$ cat config.mk
export PLATFORM = sky130hd
export DESIGN_NAME = pipeline_ctrl
export DESIGN_NICKNAME = d
export VERILOG_FILES = /design/src/rtl/cpu_types_pkg.sv /design/src/rtl/sat_counter.sv /design/src/rtl/pipeline_ctrl.sv
export SDC_FILE = /design/constraint.sdc
export NUM_CORES = 1
export LEC_CHECK = 0
export BUFFER_PORTS_ARGS = -buffer_cell sky130_fd_sc_hd__buf_2
export CAP_MARGIN = 20
export CORE_MARGIN = 3
export CORE_UTILIZATION = 55
export CTS_CLUSTER_SIZE = 24
export DETAILED_ROUTE_END_ITERATION = 12
export PLACE_DENSITY = 0.84
export REMOVE_ABC_BUFFERS = 1
export SLEW_MARGIN = 20
export SYNTH_ARGS = -nofsm -noshare
export SYNTH_HDL_FRONTEND = slang
export SYNTH_SLANG_ARGS = --single-unit
$ cat constraint.sdc
create_clock -name CLK -period 4.6 [get_ports CLK]
set_clock_uncertainty 0.15 [all_clocks]
set_input_delay 0.92 -clock CLK [delete_from_list [all_inputs] [get_ports CLK]]
set_output_delay 0.92 -clock CLK [all_outputs]
set_load 0.02 [all_outputs]
$ cat src/rtl/cpu_types_pkg.sv
// Shared CPU types: pipeline controller state encoding and the strobe bundle
// driven onto the pipeline registers.
package cpu_types_pkg;

    typedef enum logic [1:0] {PC_RUN, PC_DWAIT, PC_HALT} pctrl_state_t;

    // en[0]/flush[0] belong to IF/ID, en[3] to MEM/WB.
    typedef struct packed {
        logic       pc_en;
        logic [3:0] en;
        logic [2:0] flush;
    } pctrl_strobe_t;

    localparam logic [2:0] FLUSH_IFID = 3'b001;
    localparam logic [2:0] FLUSH_IDEX = 3'b010;
    localparam logic [3:0] EN_ALL     = 4'b1111;
    localparam logic [3:0] EN_HOLD_ID = 4'b1110;

endpackage

$ cat src/rtl/sat_counter.sv
// Saturating up-counter with synchronous clear; used for stall/flush statistics.
module sat_counter #(
    parameter int W = 32
) (
    input  logic         CLK,
    input  logic         clr,
    input  logic         inc,
    output logic [W-1:0] count
);

    localparam logic [W-1:0] ONE = W'(1);

    logic [W-1:0] count_q, count_d;

    always_comb begin
        count_d = count_q;
        if (clr) begin
            count_d = '0;
        end else if (inc && (count_q != '1)) begin
            count_d = count_q + ONE;
        end
    end

    always_ff @(posedge CLK) begin
        count_q <= count_d;
    end

    assign count = count_q;

endmodule

$ cat src/rtl/pipeline_ctrl.sv
// Pipeline sequencer: per-latch enable/flush strobes and PC write enable from
// memory handshakes, load-use hazards, redirects and halt; plus perf counters.
module pipeline_ctrl
    import cpu_types_pkg::*;
#(
    parameter int CNT_W = 32
) (
    input  logic             CLK,
    input  logic             RST,
    input  logic             ihit,
    input  logic             dhit,
    input  logic             mem_req,
    input  logic             ex_load,
    input  logic [4:0]       ex_rt,
    input  logic [4:0]       id_rs,
    input  logic [4:0]       id_rt,
    input  logic             id_uses_rt,
    input  logic             jump_ex,
    input  logic             branch_mem,
    input  logic             halt_wb,
    output logic             pc_en,
    output logic             en_1,
    output logic             en_2,
    output logic             en_3,
    output logic             en_4,
    output logic             flush_1,
    output logic             flush_2,
    output logic             flush_3,
    output logic             halted,
    output logic [1:0]       state,
    output logic [CNT_W-1:0] stall_cnt,
    output logic [CNT_W-1:0] flush_cnt
);

    pctrl_state_t  state_q, state_d;
    logic          halted_q;
    pctrl_strobe_t strb;
    logic          d_stall, lu, redir;
    logic          stall_inc, flush_inc;

    assign d_stall = mem_req & ~dhit;
    assign lu      = ex_load & (ex_rt != 5'd0) &
                     ((ex_rt == id_rs) | (id_uses_rt & (ex_rt == id_rt)));
    assign redir   = branch_mem | jump_ex;

    // NOTE: every output of this block gets a default first so no path infers a latch.
    always_comb begin
        strb      = '0;
        state_d   = state_q;
        flush_inc = 1'b0;
        if (RST) begin
            state_d = PC_RUN;
        end else if ((state_q == PC_HALT) || halt_wb) begin
            state_d = PC_HALT;
        end else if (d_stall || ((state_q == PC_DWAIT) && !dhit)) begin
            // Redirects seen while waiting are held by the frozen latches.
            state_d = PC_DWAIT;
        end else begin
            state_d = PC_RUN;
            if (redir) begin
                strb.pc_en = 1'b1;
                strb.en    = EN_ALL;
                strb.flush = {branch_mem, 2'b11};
                flush_inc  = 1'b1;
            end else if (state_q == PC_DWAIT) begin
                // Release: the fetch lost arbitration to the data access.
                strb.en    = EN_ALL;
                strb.flush = FLUSH_IFID;
            end else if (lu) begin
                strb.en    = EN_HOLD_ID;
                strb.flush = FLUSH_IDEX;
            end else if (!ihit) begin
                strb.en    = EN_ALL;
                strb.flush = FLUSH_IFID;
            end else begin
                strb.en    = EN_ALL;
                strb.pc_en = 1'b1;
            end
        end
    end

    assign stall_inc = ~RST & (state_q != PC_HALT) & ~halt_wb & ~strb.pc_en;

    always_ff @(posedge CLK) begin
        if (RST) begin
            state_q  <= PC_RUN;
            halted_q <= 1'b0;
        end else begin
            state_q  <= state_d;
            halted_q <= (state_d == PC_HALT);
        end
    end

    sat_counter #(.W(CNT_W)) u_stall_cnt (
        .CLK   (CLK),
        .clr   (RST),
        .inc   (stall_inc),
        .count (stall_cnt)
    );

    sat_counter #(.W(CNT_W)) u_flush_cnt (
        .CLK   (CLK),
        .clr   (RST),
        .inc   (flush_inc),
        .count (flush_cnt)
    );

    assign pc_en   = strb.pc_en;
    assign en_1    = strb.en[0];
    assign en_2    = strb.en[1];
    assign en_3    = strb.en[2];
    assign en_4    = strb.en[3];
    assign flush_1 = strb.flush[0];
    assign flush_2 = strb.flush[1];
    assign flush_3 = strb.flush[2];
    assign halted  = halted_q;
    assign state   = state_q;

endmodule

Word-level counts from Yosys, hierarchy flattened --
Index checks and enable logic that the tools add are counted.
Word-level totals: word-level logic and storage cells 51, input bits 25, flip-flop bits (word level) 67, memories kept 0, output and inout bits 75, ROM bits 0, latch bits 0, RAM bits 0
Cells by class: reductions and logical operators 7, multipliers 0, multiplexer cells 17, bitwise gates (word level) 13, equal/unequal tests 8, shifts and indexed selects 0, divide/modulo/power cells 0, $add $sub $neg 2, magnitude comparators 0
Operators by type and width (count):
- $add A32 B1 Y32 const B | 2
- $ne A32 B32 Y1 const B | 2
- $mux W8 | 4
- $eq A5 B5 Y1 | 2
- $mux W1 | 9
- $mux W4 | 2
- $and A1 B1 Y1 | 7
- $reduce_bool A5 Y1 | 1
- $eq A2 B2 Y1 const B | 2
- $mux W2 | 2
- $not A1 Y1 | 4
- $logic_and A1 B1 Y1 | 3
- $eq A2 B1 Y1 const B | 1
- $logic_or A1 B1 Y1 | 2
- $ne A2 B2 Y1 const B | 1
- $or A1 B1 Y1 | 2
- $logic_not A1 Y1 | 1

Depth between registers and ports, before layout --
word-level depth 13, gate-level depth with buffers 9, mapped depth without buffers 7

Hierarchy --
Synthesis repeated with hierarchy kept, for this count alone.
Unflattened totals: cells, all modules 446, area, all modules 3716.1 um^2
Modules (own cells, without submodules):
- sat_counter | times used 2, area each 1674.1 um^2, seq. area each 640.6 um^2, cells each 199
- pipeline_ctrl | times used 1, area each 367.9 um^2, seq. area each 60.1 um^2, cells each 48

Worst setup path before layout --
No wires, ideal clock.
path type input port to output port, from in ex_rt[1], to out pc_en, slack 1.253 ns, path buffers 2, data required time 3.530 ns, arrival time 2.277 ns, stages on the path 5, cells stage by stage or4_1 o21ai_0 o31a_1 buf_2 buf_2
Between the ends: longest elaborated chain between the ends 10, elaborated cells on any way between the ends 13, those cells by class 2 x eq/ne; 6 x mux; 4 x bitwise; 1 x reduce/logical
Ends and longest elaborated chain:
- start, declared | RTL line pipeline_ctrl.sv:14 | input logic [4:0] ex_rt,
- $eq A5 B5 Y1 | RTL line pipeline_ctrl.sv:43 | ((ex_rt == id_rs) | (id_uses_rt & (ex_rt == id_rt)));
- $and A1 B1 Y1 | RTL line pipeline_ctrl.sv:43
- $or A1 B1 Y1 | RTL line pipeline_ctrl.sv:43
- $and A1 B1 Y1 * | RTL line pipeline_ctrl.sv:42 | assign lu = ex_load & (ex_rt != 5'd0) &
- $mux W1 * | RTL line pipeline_ctrl.sv:69 | end else if (lu) begin
- $mux W1 * | RTL line pipeline_ctrl.sv:65 | end else if (state_q == PC_DWAIT) begin
- $mux W8 * | RTL line pipeline_ctrl.sv:60 | if (redir) begin
- $mux W8 * | RTL line pipeline_ctrl.sv:55 | end else if (d_stall || ((state_q == PC_DWAIT) && !dhit)) begin
- $mux W8 * | RTL line pipeline_ctrl.sv:53 | end else if ((state_q == PC_HALT) || halt_wb) begin
- $mux W8 * | RTL line pipeline_ctrl.sv:51 | if (RST) begin
- end, declared | RTL line pipeline_ctrl.sv:21 | output logic pc_en,
Mark *: on every way between the ends. The rest lies on a longest branch, timed or not.

Final worst setup path --
Ends and elaborated chain as after synthesis.

==> summary.md <==
| Metric | Value |
|---|---|
| Largest net degree at the start of global routing | `between 60 and 70` |
| Layout cells sized above 1 | `23.8%` |
| Area of the die | `7570 µm²` |
| Final setup viols | `0` |
| Post-synthesis xor/xnor area fraction | `8.98%` |
| Slew Viols, Final | `0` |
| WHS Endpoint | `u_stall_cnt.count[29]` |
| TritonCTS clock tree | `yes` |
| Syn Std Cell Area | `3610 µm²` |
| Met3 usage in global routing | `4.64%` |
| Clk sinks | `67` |
| RSZ-0062 raised after global routing | `no` |
| R2R depth | `6` |
| Ys async rst share | `0%` |
| First-pass GRT wire length | `between 15 and 20 mm` |
| Post-CTS Hold Fix Bufs | `0` |
| Critical setup path kind | `input pin to output port` |
| Crit path DAT | `2550 ps` |
| Max_slew headroom | `between 30 and 40%` |
| Seq/Total Area, Yosys | `between 30% and 40%` |
| Detailed-route DRC error count | `0` |
| Worst VDD drop | `0.000192 V` |
| Outcome | `completed` |
| Root Driver | `clkbuf_8` |
| Die width | `87 µm` |
| EDFF count, synth | `0` |
| Final wirelength | `~9 mm` |
| Num CTS Buffers | `9` |
| Die outline height | `just under 90 µm` |
| N_diodes | `0` |
| Vias in the first global route | `3456` |
| Post-layout minimum cycle time | `around 3600 ps` |
| Post-detail-place hpwl | `6.75 mm` |
| Synth Register Bits | `67` |
| Yosys cell types | `45` |
| Max-Cap Viols | `0` |
| RR Endpoint | `u_stall_cnt.count[22]` |
| Avg Inst Size Synth | `just over 8 µm²` |
| CP endpoint kind | `output port` |
| Max Fanout on Critical Path | `14` |
| TNS Setup | `0 ps` |
| Fmax | `276 MHz` |
| Combinational family with the most area after synthesis | `simple AND/OR/NAND/NOR gates` |
| Synth Area in Adders | `0.693%` |
| Core ar. | `between 6000 and 7000 µm²` |
| Mapped Cells | `441` |
| Max Root-Sink Buffers | `2` |
| Hold/Removal Path Class | `register to register` |
| Multiplexer area fraction after synthesis | `between 1.5 and 2%` |
| Final #Nets | `about 560` |
| Min-delay src | `u_stall_cnt.count[29]` |
| Dpl ws | `982 ps` |
| Commonest non-fill, non-tap cell in the layout | `buf_2` |
| Global-route met2 utilization | `a little over two fifths` |
| Synth warn | `0` |
| Port bufs | `99` |
| Most frequent cells in the layout | `buf_2, dfxtp_1, nor2_1, nand4_1, a21oi_1` |
| CP required | `approximately 3500 ps` |
| Clock Latency Late Sink | `330 ps` |
| Power Dens Cells | `256 nW/µm²` |
| Setup ws final | `978 ps` |
| Rows | `28` |
| Synth Area in Compound Gates | `12.2%` |
| Hold depth | `2` |
| Final period util | `78.7%` |
| H-tree depth | `3` |
| Setup Buffers After CTS | `0` |
| Routed Antenna Nets | `0` |
| Worst R2R Setup Slack | `about 1700 ps` |
| Critical path startpoint category | `input pin` |
| Lkg Pwr | `1.73 nW` |
| Slew of the pin with the lowest slew margin | `around 940 ps` |
| Synth Flop Type | `dfxtp_1` |
| Starting Density | `58.9%` |
| Simple logic cell fraction of the synthesized area | `35.8%` |
| Reg2reg start | `u_stall_cnt.count[14]` |
| Initial antenna violation count | `1` |
| Routed WL per cell | `15.2 µm` |
| I/O pin cnt | `100` |
| Grt peak-use layer | `met2` |
| Via count | `3772` |
| Met1 GRT Util | `31.9%` |
| Post-Route Utilization | `70.0%` |
| Post_cts resized | `0` |
| Grt total ovfl | `0` |
| GRT Util Overall | `25.0%` |
| P&R area growth vs syn | `19.0%` |
| Vias per cell | `between 6 and 7` |
| Initial DRC count | `220` |
| TritonRoute pass-1 iters | `4` |
| Routability cong. | `about 0.83` |
| CTS clk-pin slew, worst paths | `approximately 70 ps` |
| Final hold vios | `0` |
| Final Power | `1.10 mW` |
==> metrics by stage <==
stage	std cells	cell area [µm²]	hold WS [ps]
final	609	4290	355
after global routing	609	4290	394
after CTS	609	4290	358
after detailed placement	593	4120	346
after global placement	593	4120	331
after floorplan	416	3500	403
==> cell type report <==
type	count	area, µm²
clock buffer	14	163
clock inverter	2	10.0
fill	513	1840
inverter	5	18.8
multi-input combinational	344	2140
sequential	67	1340
tap	75	93.8
timing repair buffer	102	531
==> how the worst max path moves through the flow <==
stage / from / endpoint / slack (ps) / cells after the start
global placement: ex_rt[1] / pc_en / 1050 / 5
finish: ex_rt[1] / pc_en / 980 / 5
floorplan: ex_rt[1] / pc_en / 800 / 3
detailed placement: ex_rt[1] / pc_en / 980 / 5
global route: ex_rt[1] / pc_en / 880 / 5
CTS: ex_rt[1] / pc_en / 980 / 5
==> Yosys cell counts, drive strengths merged (10+ instances only) <==
master	count	share of area (%)
xnor2	15	3.6
a21oi	30	4.2
or3	18	3.1
nand2	22	2.3
dfxtp	67	37
and4	10	2.4
o21ai	17	2.4
nand4	33	5.9
xor2	22	5.3
clkbuf	18	1.9
and3	15	2.6
or4	11	2.3
nor3	12	1.7
nand3	26	3.6
nor4	16	3.5
nor2	47	4.9
==> worst max-delay path, stage by stage <==
cell     delay [ps]
buf_2           120
or4_1           500
o21ai_0         260
o31a_1          490
buf_2           260
==> layer usage <==
metal	part of all wire, %	up-vias	wire length [µm]
met3	7.7	21	717
met5	0.14	-	13
li1	-	1826	-
met2	48	157	4430
met4	1.5	2	136
met1	43	1766	3980
==> sequential cells by signal, summed over array words and instances (netlist names) <==
signal,count
state,2
halted,1
u_stall_cnt.count,32
u_flush_cnt.count,32
==> logic make-up (layout without fill, tap and decap cells) <==
| family | after synthesis | in the layout |
|---|---|---|
| xor gates and xnor gates | 37 | 37 |
| and+or+nand+nor | 228 | 228 |
| AOI/OAI and AO/OA | 72 | 72 |
| muxes | 5 | 5 |
| DFF | 67 | 67 |
| buffers and inverters | 30 | 123 |
| adders and majority gates | 2 | 2 |
==> power breakdown <==
group | total [mW] | internal (mW) | switching [mW]
combinational | 0.0780 | 0.0267 | 0.0512
sequential | 0.586 | 0.583 | 0.00330
clock | 0.434 | 0.224 | 0.210
total | 1.10 | 0.834 | 0.264
Note: power is estimated with default switching activity, not from simulation.
